### src/rtl/output_channel_allocator_pkg.sv
// Shared definitions for the output channel allocator: flit type encodings,
// type-field position helpers and the lock FSM state type.
// Optional packet-format checker is enabled by defining PKT_ERR_CHECK_EN.
package output_channel_allocator_pkg;

  // Two-bit flit type field, carried in the top two bits of every flit
  localparam int         FLIT_TYPE_W = 2;
  localparam logic [1:0] FLIT_HEAD   = 2'b10;
  localparam logic [1:0] FLIT_BODY   = 2'b00;
  localparam logic [1:0] FLIT_TAIL   = 2'b01;
  localparam logic [1:0] FLIT_SINGLE = 2'b11;

  typedef enum logic {
    ST_IDLE   = 1'b0,
    ST_LOCKED = 1'b1
  } alloc_state_e;

  // A flit opens a packet if it is HEAD or SINGLE
  function automatic logic flit_is_head(input logic [FLIT_TYPE_W-1:0] t);
    return (t == FLIT_HEAD) || (t == FLIT_SINGLE);
  endfunction

  // A flit closes a packet if it is TAIL or SINGLE
  function automatic logic flit_is_tail(input logic [FLIT_TYPE_W-1:0] t);
    return (t == FLIT_TAIL) || (t == FLIT_SINGLE);
  endfunction

endpackage

### src/rtl/output_channel_allocator_flit_out_reg.sv
// Purpose: single-entry valid/ready output register for one flit.
// Latency: 1 cycle from accepted input to out_vld_o.
// Backpressure: in_rdy_o = !out_vld_o | out_rdy_i, so a full register refills in the cycle it drains.
module flit_out_reg #(
  parameter int DATA_WIDTH = 8
) (
  input  logic                  clk_i,
  input  logic                  rst_ni,
  input  logic                  in_vld_i,
  input  logic [DATA_WIDTH-1:0] in_dat_i,
  output logic                  in_rdy_o,
  output logic                  out_vld_o,
  output logic [DATA_WIDTH-1:0] out_dat_o,
  input  logic                  out_rdy_i
);

  logic                  vld_q;
  logic [DATA_WIDTH-1:0] dat_q;

  assign in_rdy_o  = !vld_q || out_rdy_i;
  assign out_vld_o = vld_q;
  assign out_dat_o = dat_q;

  // Load on input handshake; otherwise drain when downstream takes the flit, hold while stalled
  always_ff @(posedge clk_i) begin
    if (!rst_ni) begin
      vld_q <= 1'b0;
      dat_q <= '0;
    end else if (in_vld_i && in_rdy_o) begin
      vld_q <= 1'b1;
      dat_q <= in_dat_i;
    end else if (out_rdy_i) begin
      vld_q <= 1'b0;
    end
  end

endmodule

### src/rtl/output_channel_allocator.sv
// Purpose: locks one input onto this output port for a whole wormhole packet (head..tail) and forwards its flits.
// Latency: grant 1 cycle after any valid in IDLE; flit appears on out_*_o 1 cycle after its input handshake.
// Backpressure: rdy_o[owner] = !out_vld_o | out_rdy_i; one bubble between packets. Macro: PKT_ERR_CHECK_EN.
module output_channel_allocator
  import output_channel_allocator_pkg::*;
#(
  parameter int IN_N       = 5,
  parameter int DATA_WIDTH = 8,
  localparam int IDX_W     = (IN_N > 1) ? $clog2(IN_N) : 1
) (
  input  logic                       clk_i,
  input  logic                       rst_ni,
  input  logic [IN_N-1:0]            vld_input_i,
  input  logic [IDX_W-1:0]           arb_res_i,
  input  logic [IN_N*DATA_WIDTH-1:0] data_i,
  output logic [IN_N-1:0]            rdy_o,
  output logic                       out_vld_o,
  output logic [DATA_WIDTH-1:0]      out_data_o,
  input  logic                       out_rdy_i,
  output logic                       busy_o,
  output logic                       err_o
);

  alloc_state_e            state_q;
  logic [IDX_W-1:0]        owner_q;

  logic                    accept;
  logic                    owner_vld;
  logic [DATA_WIDTH-1:0]   owner_dat;
  logic [FLIT_TYPE_W-1:0]  owner_type;
  logic                    fwd_vld;
  logic                    in_xfer;

  // Select the owner's valid and flit from the flattened input bus
  always_comb begin
    owner_vld = 1'b0;
    owner_dat = '0;
    for (int k = 0; k < IN_N; k++) begin
      if (owner_q == IDX_W'(k)) begin
        owner_vld = vld_input_i[k];
        owner_dat = data_i[k*DATA_WIDTH +: DATA_WIDTH];
      end
    end
  end

  assign owner_type = owner_dat[DATA_WIDTH-1:DATA_WIDTH-FLIT_TYPE_W];
  assign busy_o     = (state_q == ST_LOCKED);
  assign fwd_vld    = busy_o && owner_vld;
  assign in_xfer    = fwd_vld && accept;

  // One-hot ready towards the owner only, and only when the output stage can take a flit
  always_comb begin
    rdy_o = '0;
    if (busy_o && accept) begin
      for (int k = 0; k < IN_N; k++) begin
        rdy_o[k] = (owner_q == IDX_W'(k));
      end
    end
  end

  // Lock FSM: latch the arbiter winner in IDLE, release after the packet-closing flit is taken
  always_ff @(posedge clk_i) begin
    if (!rst_ni) begin
      state_q <= ST_IDLE;
      owner_q <= '0;
    end else begin
      case (state_q)
        ST_IDLE: begin
          if (|vld_input_i) begin
            owner_q <= arb_res_i;
            state_q <= ST_LOCKED;
          end
        end
        ST_LOCKED: begin
          if (in_xfer && flit_is_tail(owner_type)) begin
            state_q <= ST_IDLE;
          end
        end
        default: state_q <= ST_IDLE;
      endcase
    end
  end

  flit_out_reg #(
    .DATA_WIDTH (DATA_WIDTH)
  ) u_flit_out_reg (
    .clk_i     (clk_i),
    .rst_ni    (rst_ni),
    .in_vld_i  (fwd_vld),
    .in_dat_i  (owner_dat),
    .in_rdy_o  (accept),
    .out_vld_o (out_vld_o),
    .out_dat_o (out_data_o),
    .out_rdy_i (out_rdy_i)
  );

`ifdef PKT_ERR_CHECK_EN
  logic first_q;
  logic err_q;

  assign err_o = err_q;

  // Track whether the next accepted flit is the first of the packet and flag framing violations
  always_ff @(posedge clk_i) begin
    if (!rst_ni) begin
      first_q <= 1'b0;
      err_q   <= 1'b0;
    end else begin
      if (state_q == ST_IDLE && |vld_input_i) begin
        first_q <= 1'b1;
      end else if (in_xfer) begin
        first_q <= 1'b0;
        if (first_q != flit_is_head(owner_type)) begin
          err_q <= 1'b1;
        end
      end
    end
  end
`else
  assign err_o = 1'b0;
`endif

endmodule

### config.mk
export PLATFORM = sky130hd
export DESIGN_NAME = output_channel_allocator
export DESIGN_NICKNAME = d
export VERILOG_FILES = /design/src/rtl/output_channel_allocator_pkg.sv /design/src/rtl/output_channel_allocator_flit_out_reg.sv /design/src/rtl/output_channel_allocator.sv
export SDC_FILE = /design/constraint.sdc
export NUM_CORES = 1
export LEC_CHECK = 0
export CAP_MARGIN = 20
export CORE_MARGIN = 2
export CORE_UTILIZATION = 37
export CTS_BUF_LIST = sky130_fd_sc_hd__clkbuf_8
export CTS_CLUSTER_DIAMETER = 60
export DETAILED_ROUTE_END_ITERATION = 16
export HOLD_SLACK_MARGIN = 0.03
export PLACE_DENSITY = 0.83
export SYNTH_ARGS = -nofsm -noshare
export SYNTH_HDL_FRONTEND = slang
export SYNTH_HIERARCHICAL = 1
export SYNTH_SLANG_ARGS = --single-unit
### constraint.sdc
create_clock -name clk_i -period 1.8 [get_ports clk_i]
set_input_delay 0.36 -clock clk_i [delete_from_list [all_inputs] [get_ports clk_i]]
set_output_delay 0.36 -clock clk_i [all_outputs]
set_load 0.03 [all_outputs]
Word level (Yosys, flattened, before mapping)

Cells that the tools add are included.

Bits in registers: 13
Logic and storage cells: 38
Input bits: 51

Eq/ne operators: 6
Reduce and logical (&&, ||, !) cells: 11
Muxes and demuxes: 16
Bitwise logic cells: 1

Operators by type and width:

| cell                                                | number |
|---|---|
| 2-to-1 mux 8 bit                                    | 5 |
| 2-to-1 mux 1 bit                                    | 9 |
| equality test 3 x 2 -> 1 bit, second input constant | 2 |
| 2-to-1 mux 5 bit                                    | 1 |
| OR reduction 5 bit                                  | 1 |
| logical AND 1 bit                                   | 4 |
| equality test 3 x 1 -> 1 bit, second input constant | 1 |
| equality test 3 bit, second input constant          | 1 |
| logical NOT 3 bit                                   | 1 |
| equality test 2 x 1 -> 1 bit, second input constant | 1 |
| equality test 2 bit, second input constant          | 1 |
| logical OR 1 bit                                    | 2 |
| one-hot mux 1 bit (2 select lines)                  | 1 |
| AND reduction 2 bit                                 | 1 |
| nonzero test 2 bit                                  | 1 |
| logical NOT 1 bit                                   | 1 |
| inverter 1 bit                                      | 1 |

Depth between registers and ports, before layout

Depth after elaboration: 11
Mapped depth: 8
Mapped depth without buffers: 6

Hierarchy

Netlist, hierarchy kept.

By module, submodules not included:

| module                   | area an instance (µm²) | times used | cells each |
|---|---|---|---|
| output_channel_allocator | 635.6                  | 1          | 78 |
| flit_out_reg             | 375.4                  | 1          | 40 |

Worst setup path after synthesis

OpenSTA, ideal clock, no wires.

Path kind: register to output
From: reg owner_q[1]
To: out rdy_o[4]
Data required time: 1,440 ps
Cell stages (with the launch flop): 5
Path buffers: 2
Data arrival time: 1,551 ps
Slack: -111 ps
Path through: dfxtp_1 buf_4 buf_2 nand3b_1 nor3b_1

Cells in the longest elaborated chain, start to end: 2

RTL lines:

| item                   | line                           | text |
|---|---|---|
| from (decl)            | output_channel_allocator.sv:25 | `logic [IDX_W-1:0] owner_q;` |
| from (signal assigned) | output_channel_allocator.sv:70 | `owner_q <= arb_res_i;` |
| equality test 3 bit    | output_channel_allocator.sv:56 | `rdy_o[k] = (owner_q == IDX_W'(k));` |
| 2-to-1 mux 5 bit       | output_channel_allocator.sv:54 | `if (busy_o && accept) begin` |
| to (decl)              | output_channel_allocator.sv:16 | `output logic [IN_N-1:0] rdy_o,` |

No other way between the ends.

Worst setup path after layout

From: in vld_input_i[3]
To: reg u_flit_out_reg.dat_q[4] (netlist: u_flit_out_reg/out_dat_o[4])

Cells in the longest elaborated chain, start to end: 4

RTL lines:

| item                          | line                                        | text |
|---|---|---|
| from (decl)                   | output_channel_allocator.sv:13              | `input logic [IN_N-1:0] vld_input_i,` |
| 2-to-1 mux 1 bit (2 in a row) | output_channel_allocator.sv:39              | `if (owner_q == IDX_W'(k)) begin` |
| logical AND 1 bit             | output_channel_allocator.sv:48              | `assign fwd_vld = busy_o && owner_vld;` |
| named net fwd_vld             | output_channel_allocator.sv:31              | `logic fwd_vld;` |
| logical AND 1 bit             | output_channel_allocator_flit_out_reg.sv:29 | `end else if (in_vld_i && in_rdy_o) begin` |
| to (signal assigned)          | output_channel_allocator_flit_out_reg.sv:31 | `dat_q <= in_dat_i;` |
| to (decl)                     | output_channel_allocator_flit_out_reg.sv:18 | `logic [DATA_WIDTH-1:0] dat_q;` |

The timed path passes the listed nets, and every way through them passes these cells.
A chain may end at the register's enable or synchronous reset.

==> flow_metrics.env <==
export IMPL_start_util=0.401
export IMPL_clk_pin_slew_ps=50
export IMPL_ys_types=29
export IMPL_min_period_over_period=0.942
export IMPL_layout_nets=242
export IMPL_grt_max_degree=24
export IMPL_globalplace_congestion=0.781
export IMPL_hold_viol=0
export IMPL_rows=18
export IMPL_core_um2=2520
export IMPL_fmax_mhz=590
export IMPL_track_usage=0.195
export IMPL_r2r_start="owner_q[0]"
export IMPL_path_cells="clkdlybuf4s50_1 -> mux2i_1 -> nor3b_1 -> o21a_1 -> and2_4 -> mux2i_1"
export IMPL_required_ps=1960
export IMPL_insertion_delay_ps=240
export IMPL_slew_viol_final=0
export IMPL_seqCellArea_um2=260
export IMPL_crit_start="vld_input_i[3]"
export IMPL_viasPerCell=5.01
export IMPL_fill_cells=203
export IMPL_grt_overflow=0
export IMPL_leakage_nw=0.716
export IMPL_dieArea_um2=3170
export IMPL_cts_sinks=13
export IMPL_multiInputGateArea_um2=657
export IMPL_portBuffers=65
export IMPL_finalPower_mw=1.30
export IMPL_vias=1103
export IMPL_grt_pass1_wl_um=4950
export IMPL_clockBufferDepth=2
export IMPL_top_usage_layer="met2"
export IMPL_min_from="u_flit_out_reg/out_dat_o[5]"
export IMPL_wl_per_cell_um=13.1
export IMPL_hold_buffers=0
export IMPL_setup_viol=0
export IMPL_diodes=0
export IMPL_die_x_um=56.3
export IMPL_critPathMaxFanout=8
export IMPL_drive_gt1_frac=0.174
export IMPL_tritoncts="built"
export IMPL_area_delta_synth_final_pct=76.5
export IMPL_grt_met3_usage=0.0461
export IMPL_htreeDepth=1
export IMPL_routed_wl_um=2890
export IMPL_grt_pass1_vias=1153
export IMPL_drv_cap=0
export IMPL_end_kind="flop"
export IMPL_critPathKind="input port to flop"
export IMPL_numCtsBuffers=3
export IMPL_grt_use_met1=0.243
export IMPL_start_kind="input port"
export IMPL_synth_fp_nets=169
export IMPL_rsz0062_at_grt="no"
export IMPL_fin_crit_ps=1700
export IMPL_skew_ps=1.63
export IMPL_post_route_util=0.707
export IMPL_drtIter0Drc=20
export IMPL_postRouteAntennaNets=0
export IMPL_crit_slowest_cell="clkdlybuf4s50_1"
export IMPL_antenna_found_initial=0
export IMPL_fp_dieH_um=56.3
export IMPL_yosys_register_bits=13
export IMPL_io_pins=67
export IMPL_met2_usage=0.329
export IMPL_cpMostUsedCell="mux2i_1"
export IMPL_hpwl_um=2390
export IMPL_yosys_warnings=6
export IMPL_synth_cells=118
export IMPL_arrival_ps=1860
export IMPL_syn_cell_area_um2=1010
export IMPL_cts_root_buf="clkbuf_8"
export IMPL_syn_mean_instance_area_um2=8.57
export IMPL_firstDrtPassIters=4
export IMPL_vdd_drop_max_v=0.000557
export IMPL_drc=0
export IMPL_seq_area_frac_synth=0.257
export IMPL_power_per_cell_area_nw_per_um2=727
export IMPL_status="completed"
export IMPL_hold_path_class="flop to flop"
export IMPL_slowest_delay_ps=480
==> worst max-delay path: cells and delay by family <==
family,cells,cell delay [ps]
AND/OR/NAND/NOR,2,510
AO/OA/AOI/OAI,1,210
multiplexers,2,300
buffers and inverters,1,480
==> power breakdown <==
| part | internal [mW] | leakage, nW | switching, mW |
|---|---|---|---|
| Sequential | 0.330 | 0.107 | 0.0285 |
| Clock | 0.150 | 0.0269 | 0.100 |
| Combinational | 0.362 | 0.582 | 0.326 |
==> flip-flops by register name (all words and copies together), names as in the netlist <==
signal                    flops
busy_o                        1
u_flit_out_reg/out_dat_o      8
u_flit_out_reg/out_vld_o      1
owner_q                       3
==> Yosys cell counts <==
cell | number | area (um2)
o311ai_2 | 1 | 16.3
nand2_1 | 17 | 63.8
nor2_1 | 8 | 30.0
nor3b_1 | 2 | 15.0
and2_1 | 1 | 6.26
dfxtp_1 | 13 | 260
clkbuf_1 | 1 | 3.75
mux4_2 | 7 | 158
nand2b_1 | 1 | 6.26
nand2b_4 | 1 | 13.8
o21a_1 | 2 | 15.0
a31oi_1 | 1 | 6.26
a21o_1 | 1 | 7.51
buf_6 | 2 | 22.5
and2_4 | 1 | 8.76
nand3b_1 | 4 | 30.0
o21ai_0 | 7 | 35.0
buf_2 | 5 | 25.0
mux2i_1 | 14 | 140
o22ai_1 | 1 | 6.26
nand4b_1 | 1 | 8.76
buf_4 | 2 | 15.0
o31a_1 | 1 | 8.76
a21oi_1 | 1 | 5.00
nand3_1 | 8 | 40.0
nor3_1 | 3 | 15.0
a21boi_0 | 1 | 7.51
conb_1 | 1 | 3.75
inv_1 | 10 | 37.5
==> layout make-up <==
cell class / count / area share
repair buffers: 78 / 0.419
clock inverters: 1 / 0.00210
flip-flops and latches: 13 / 0.146
multi-input cells: 85 / 0.368
inverters: 10 / 0.0210
well taps: 30 / 0.0210
clock buffers: 3 / 0.0231
==> path summary, 6_finish.rpt <==
check | end | slack, ps | cells past startpoint
setup reg to reg | u_flit_out_reg/out_dat_o[4] | 150 | 6
hold reg to reg | u_flit_out_reg/out_dat_o[5] | 460 | 2
setup / recovery | u_flit_out_reg/out_dat_o[4] | 100 | 6
hold / removal | u_flit_out_reg/out_dat_o[5] | 460 | 2
==> placed cells by master (no fill, tap or decap), types with 2 or more instances in the layout <==
master / instances
nor3_1: 2
nor2_1: 8
clkdlybuf4s50_1: 59
nand3_1: 8
mux4_2: 7
mux2i_1: 14
nand2_1: 17
o21ai_0: 7
o21a_1: 2
inv_1: 11
clkbuf_8: 3
nand3b_1: 4
dfxtp_1: 13
buf_4: 17
==> what timing repair did <==
action                                  in CTS  in global routing
buffers inserted                             2                  0
endpoints found under the setup margin       1                  0
resized for setup                            1                  0
==> per-layer routing <==
metal | vias to the layer above | routed length (um)
met5 | - | 0
met4 | 0 | 19
met3 | 2 | 242
met2 | 53 | 1410
met1 | 496 | 1220
li1 | 552 | -
==> stage by stage <==
stage               area (um2)  instances  setup WS (ps)  hold WS (ps)  setup TNS [ps]
finish                    1780        220            104           461               0
CTS                       1780        220            119           464               0
global route              1780        220           19.2           492               0
floorplan                 1020        118           38.8           507               0
global placement          1730        214          -4.94           447           -33.1
detailed placement        1730        214           -113           456            -800
==> cell families after synthesis <==
logic type,after synthesis,synth area share
multiplexers,21,0.295
AND/OR/NAND/NOR,47,0.235
buffers and inverters,20,0.103
flip-flops,13,0.257
other,1,0.00371
AO/OA/AOI/OAI,16,0.106
Note: power is estimated with default switching activity, not from simulation.
==> RTL change: new RTL, config.mk and constraints unchanged <==
Set the package constant `FLIT_TYPE_W` to 4 (it was 2).
--- a/src/rtl/output_channel_allocator_pkg.sv
+++ b/src/rtl/output_channel_allocator_pkg.sv
@@ -5,5 +5,5 @@
 
   // Two-bit flit type field, carried in the top two bits of every flit
-  localparam int         FLIT_TYPE_W = 2;
+  localparam int         FLIT_TYPE_W = 4;
   localparam logic [1:0] FLIT_HEAD   = 2'b10;
   localparam logic [1:0] FLIT_BODY   = 2'b00;
Function: changed (Yosys sat finds a counterexample within 4 cycles, from zero or initial values and one cycle with rst_ni low).
==> RTL change against the unedited design <==
Area after synthesis up 2.1%. Register-to-register slack better by 40 ps. Power down 22%. Final area down 2.9%. Setup slack worse by 52 ps. Sequential cell count unchanged. Core utilization down 6.8 points. Count of clock-buffer cells in the layout unchanged. Largest cell class unchanged. Wire length down 6.7%. Sequential share of layout area up 0.50 points. Die area up 2.0%.
==> RTL change: results (changes against the unedited design) <==
The flow ran to the end, and the final reports show no timing, DRC or antenna violations. The clock tree skew after final layout was 1.07 ps (-0.558 ps). The wire length of the first global-routing pass is 4420 um (-11%), and the maximum number of pins on one net before global-route repair is 14 (-42%). The run gives 0.754 (-3.6%) as the final estimated routing congestion in global placement.

Number of flip-flops under the largest register name: 8 (unchanged). The tree is rooted in a sky130_fd_sc_hd__clkbuf_8. The number of instances resized during post-cts repair is 1 (unchanged). The detailed router's first-iteration violation count is 9 (-55%). Ranked by total cell area, the synthesized netlist is headed by sky130_fd_sc_hd__dfxtp_1, sky130_fd_sc_hd__mux2i_1, sky130_fd_sc_hd__mux4_1, sky130_fd_sc_hd__nand2_1, sky130_fd_sc_hd__buf_6.

The sequential element share of the synthesized area came out at 25.2% (-0.53 points). For the net count of the finished layout, the log shows 237 (-2.1%). The tools report the total of warnings raised by yosys as 6 (unchanged). The tools report the number of nets in the synthesized netlist as 171 (+1.2%). The clock reaches the later pin of the worst-skew pair after 230 ps. The total routing resource utilization after global routing came out at 16.8% (-2.7 points).

For the maximum clock path buffer count, the log shows 2 (unchanged). DRC violation count after routing: 0 (unchanged). For the critical path arrival, the log shows 1390 ps (-470 ps).

The number of flops mapped to enable cells by yosys came out at 0 (unchanged). The tools report the worst hold margin as 457 ps (-3.78 ps). For the clock-net power, the log shows 0.000243 W (-3%). Broken down by cell family, the worst path's largest delay share belongs to buffers and inverters. Among all stages on the critical path, the largest delay is contributed by sky130_fd_sc_hd__clkdlybuf4s50_1. By count the netlist is led by sky130_fd_sc_hd__nand2_1, sky130_fd_sc_hd__mux2i_1, sky130_fd_sc_hd__dfxtp_1. The dominant register cell in the synthesized netlist was sky130_fd_sc_hd__dfxtp_1. The run gives 0 (unchanged) as the count of antenna diodes in the layout. The delay contributed by the slowest stage of the critical path works out to 460 ps (-20 ps).

The number of buffers added on ports was 65 (unchanged). The cell depth of the worst hold path came out at 2 (unchanged). The total via count after detailed routing is 1071 (-2.9%), and the sequential power share is 33.3% (+5.6 points). The tools report the number of distinct library cells after synthesis as 28 (-3.4%).

The run gives 0.685 nW (-4.3%) as the static leakage. For the switching power of the nets, the log shows 0.000307 W (-32%). The type of the tightest min-delay check is register to register.

The detail-routed net length per standard cell was 12.5 um (-4.9%); the buffer count from post-CTS setup fixing was 0 (-2). The total clock buffers created by CTS was 3 (unchanged). The largest driver fanout on the critical path came out at 4 (-4). The share of async-settable or async-resettable flops after synthesis came out at 0% (unchanged).

The number of levels in the clock H-tree was 1 (unchanged); the fraction of final layout cells sized beyond drive strength 1 was 14.6% (-2.8 points). The run gives 0 (unchanged) as the initial antenna violation count. The clock edge transition at the registers on the reported setup and hold paths works out to 50 ps (about the same). The run gives 1098 (-4.8%) as the number of global-route vias before repair. The setup slack of the worst register-to-register path came out at 190 ps (+40 ps). The depth of the most critical reg-to-reg path was 6 (unchanged); the area after detailed placement was 0.00167 mm2 (-3.0%).

For the worst ir drop on vdd, the log shows 0.366 mV (-34%). The first-pass iteration count of the detailed router was 4 (unchanged); the power density over cell area was 585 mW/mm2 (-19%).
-- RTL change: cell type report --
cell class	count	area, um2
fillers	232	977
repair buffers	71	683
multi-input cells	91	682
flip-flops and latches	13	262
clock buffers	3	41.3
well taps	31	38.8
inverters	6	22.5
clock inverters	1	3.75
-- RTL change: through the flow --
step / worst slack (ps) / cells
after floorplan: 14.8 / 120
after global placement: 20.7 / 212
after detailed placement: -50.2 / 212
after CTS: 12.0 / 216
after global routing: 5.61 / 216
final: 52.2 / 216
-- RTL change: worst register-to-register path: cells and delay by family, from the launching register on --
family | cells | cell delay, ps
multiplexers | 1 | 210
flip-flops | 1 | 380
AND/OR/NAND/NOR | 4 | 810
AO/OA/AOI/OAI | 1 | 130
-- RTL change: final timing paths --
check | startpoint | end
hold / removal | u_flit_out_reg/out_dat_o[2] | u_flit_out_reg/out_dat_o[2]
hold reg to reg | u_flit_out_reg/out_dat_o[2] | u_flit_out_reg/out_dat_o[2]
setup / recovery | out_rdy_i | rdy_o[0]
setup reg to reg | owner_q[0] | u_flit_out_reg/out_dat_o[4]
-- RTL change: cell families (layout without fill, tap and decap cells) --
group                  count (synthesis)  count (layout)  share of synthesized area, %
AND/OR/NAND/NOR                       47              47                          23.4
other                                  1               1                         0.363
buffers and inverters                 16              81                          9.94
flip-flops                            13              13                          25.2
multiplexers                          24              24                          29.6
AO/OA/AOI/OAI                         19              19                          11.5
-- RTL change: per-layer routing --
| layer | up-vias | track usage (%) | routed length, um |
|---|---|---|---|
| li1 | 538 | - | - |
| met3 | 2 | 4.15 | 215 |
| met2 | 43 | 32.2 | 1420 |
| met1 | 488 | 19.2 | 1050 |
| met5 | - | 0 | 0 |
| met4 | 0 | 1.99 | 11 |
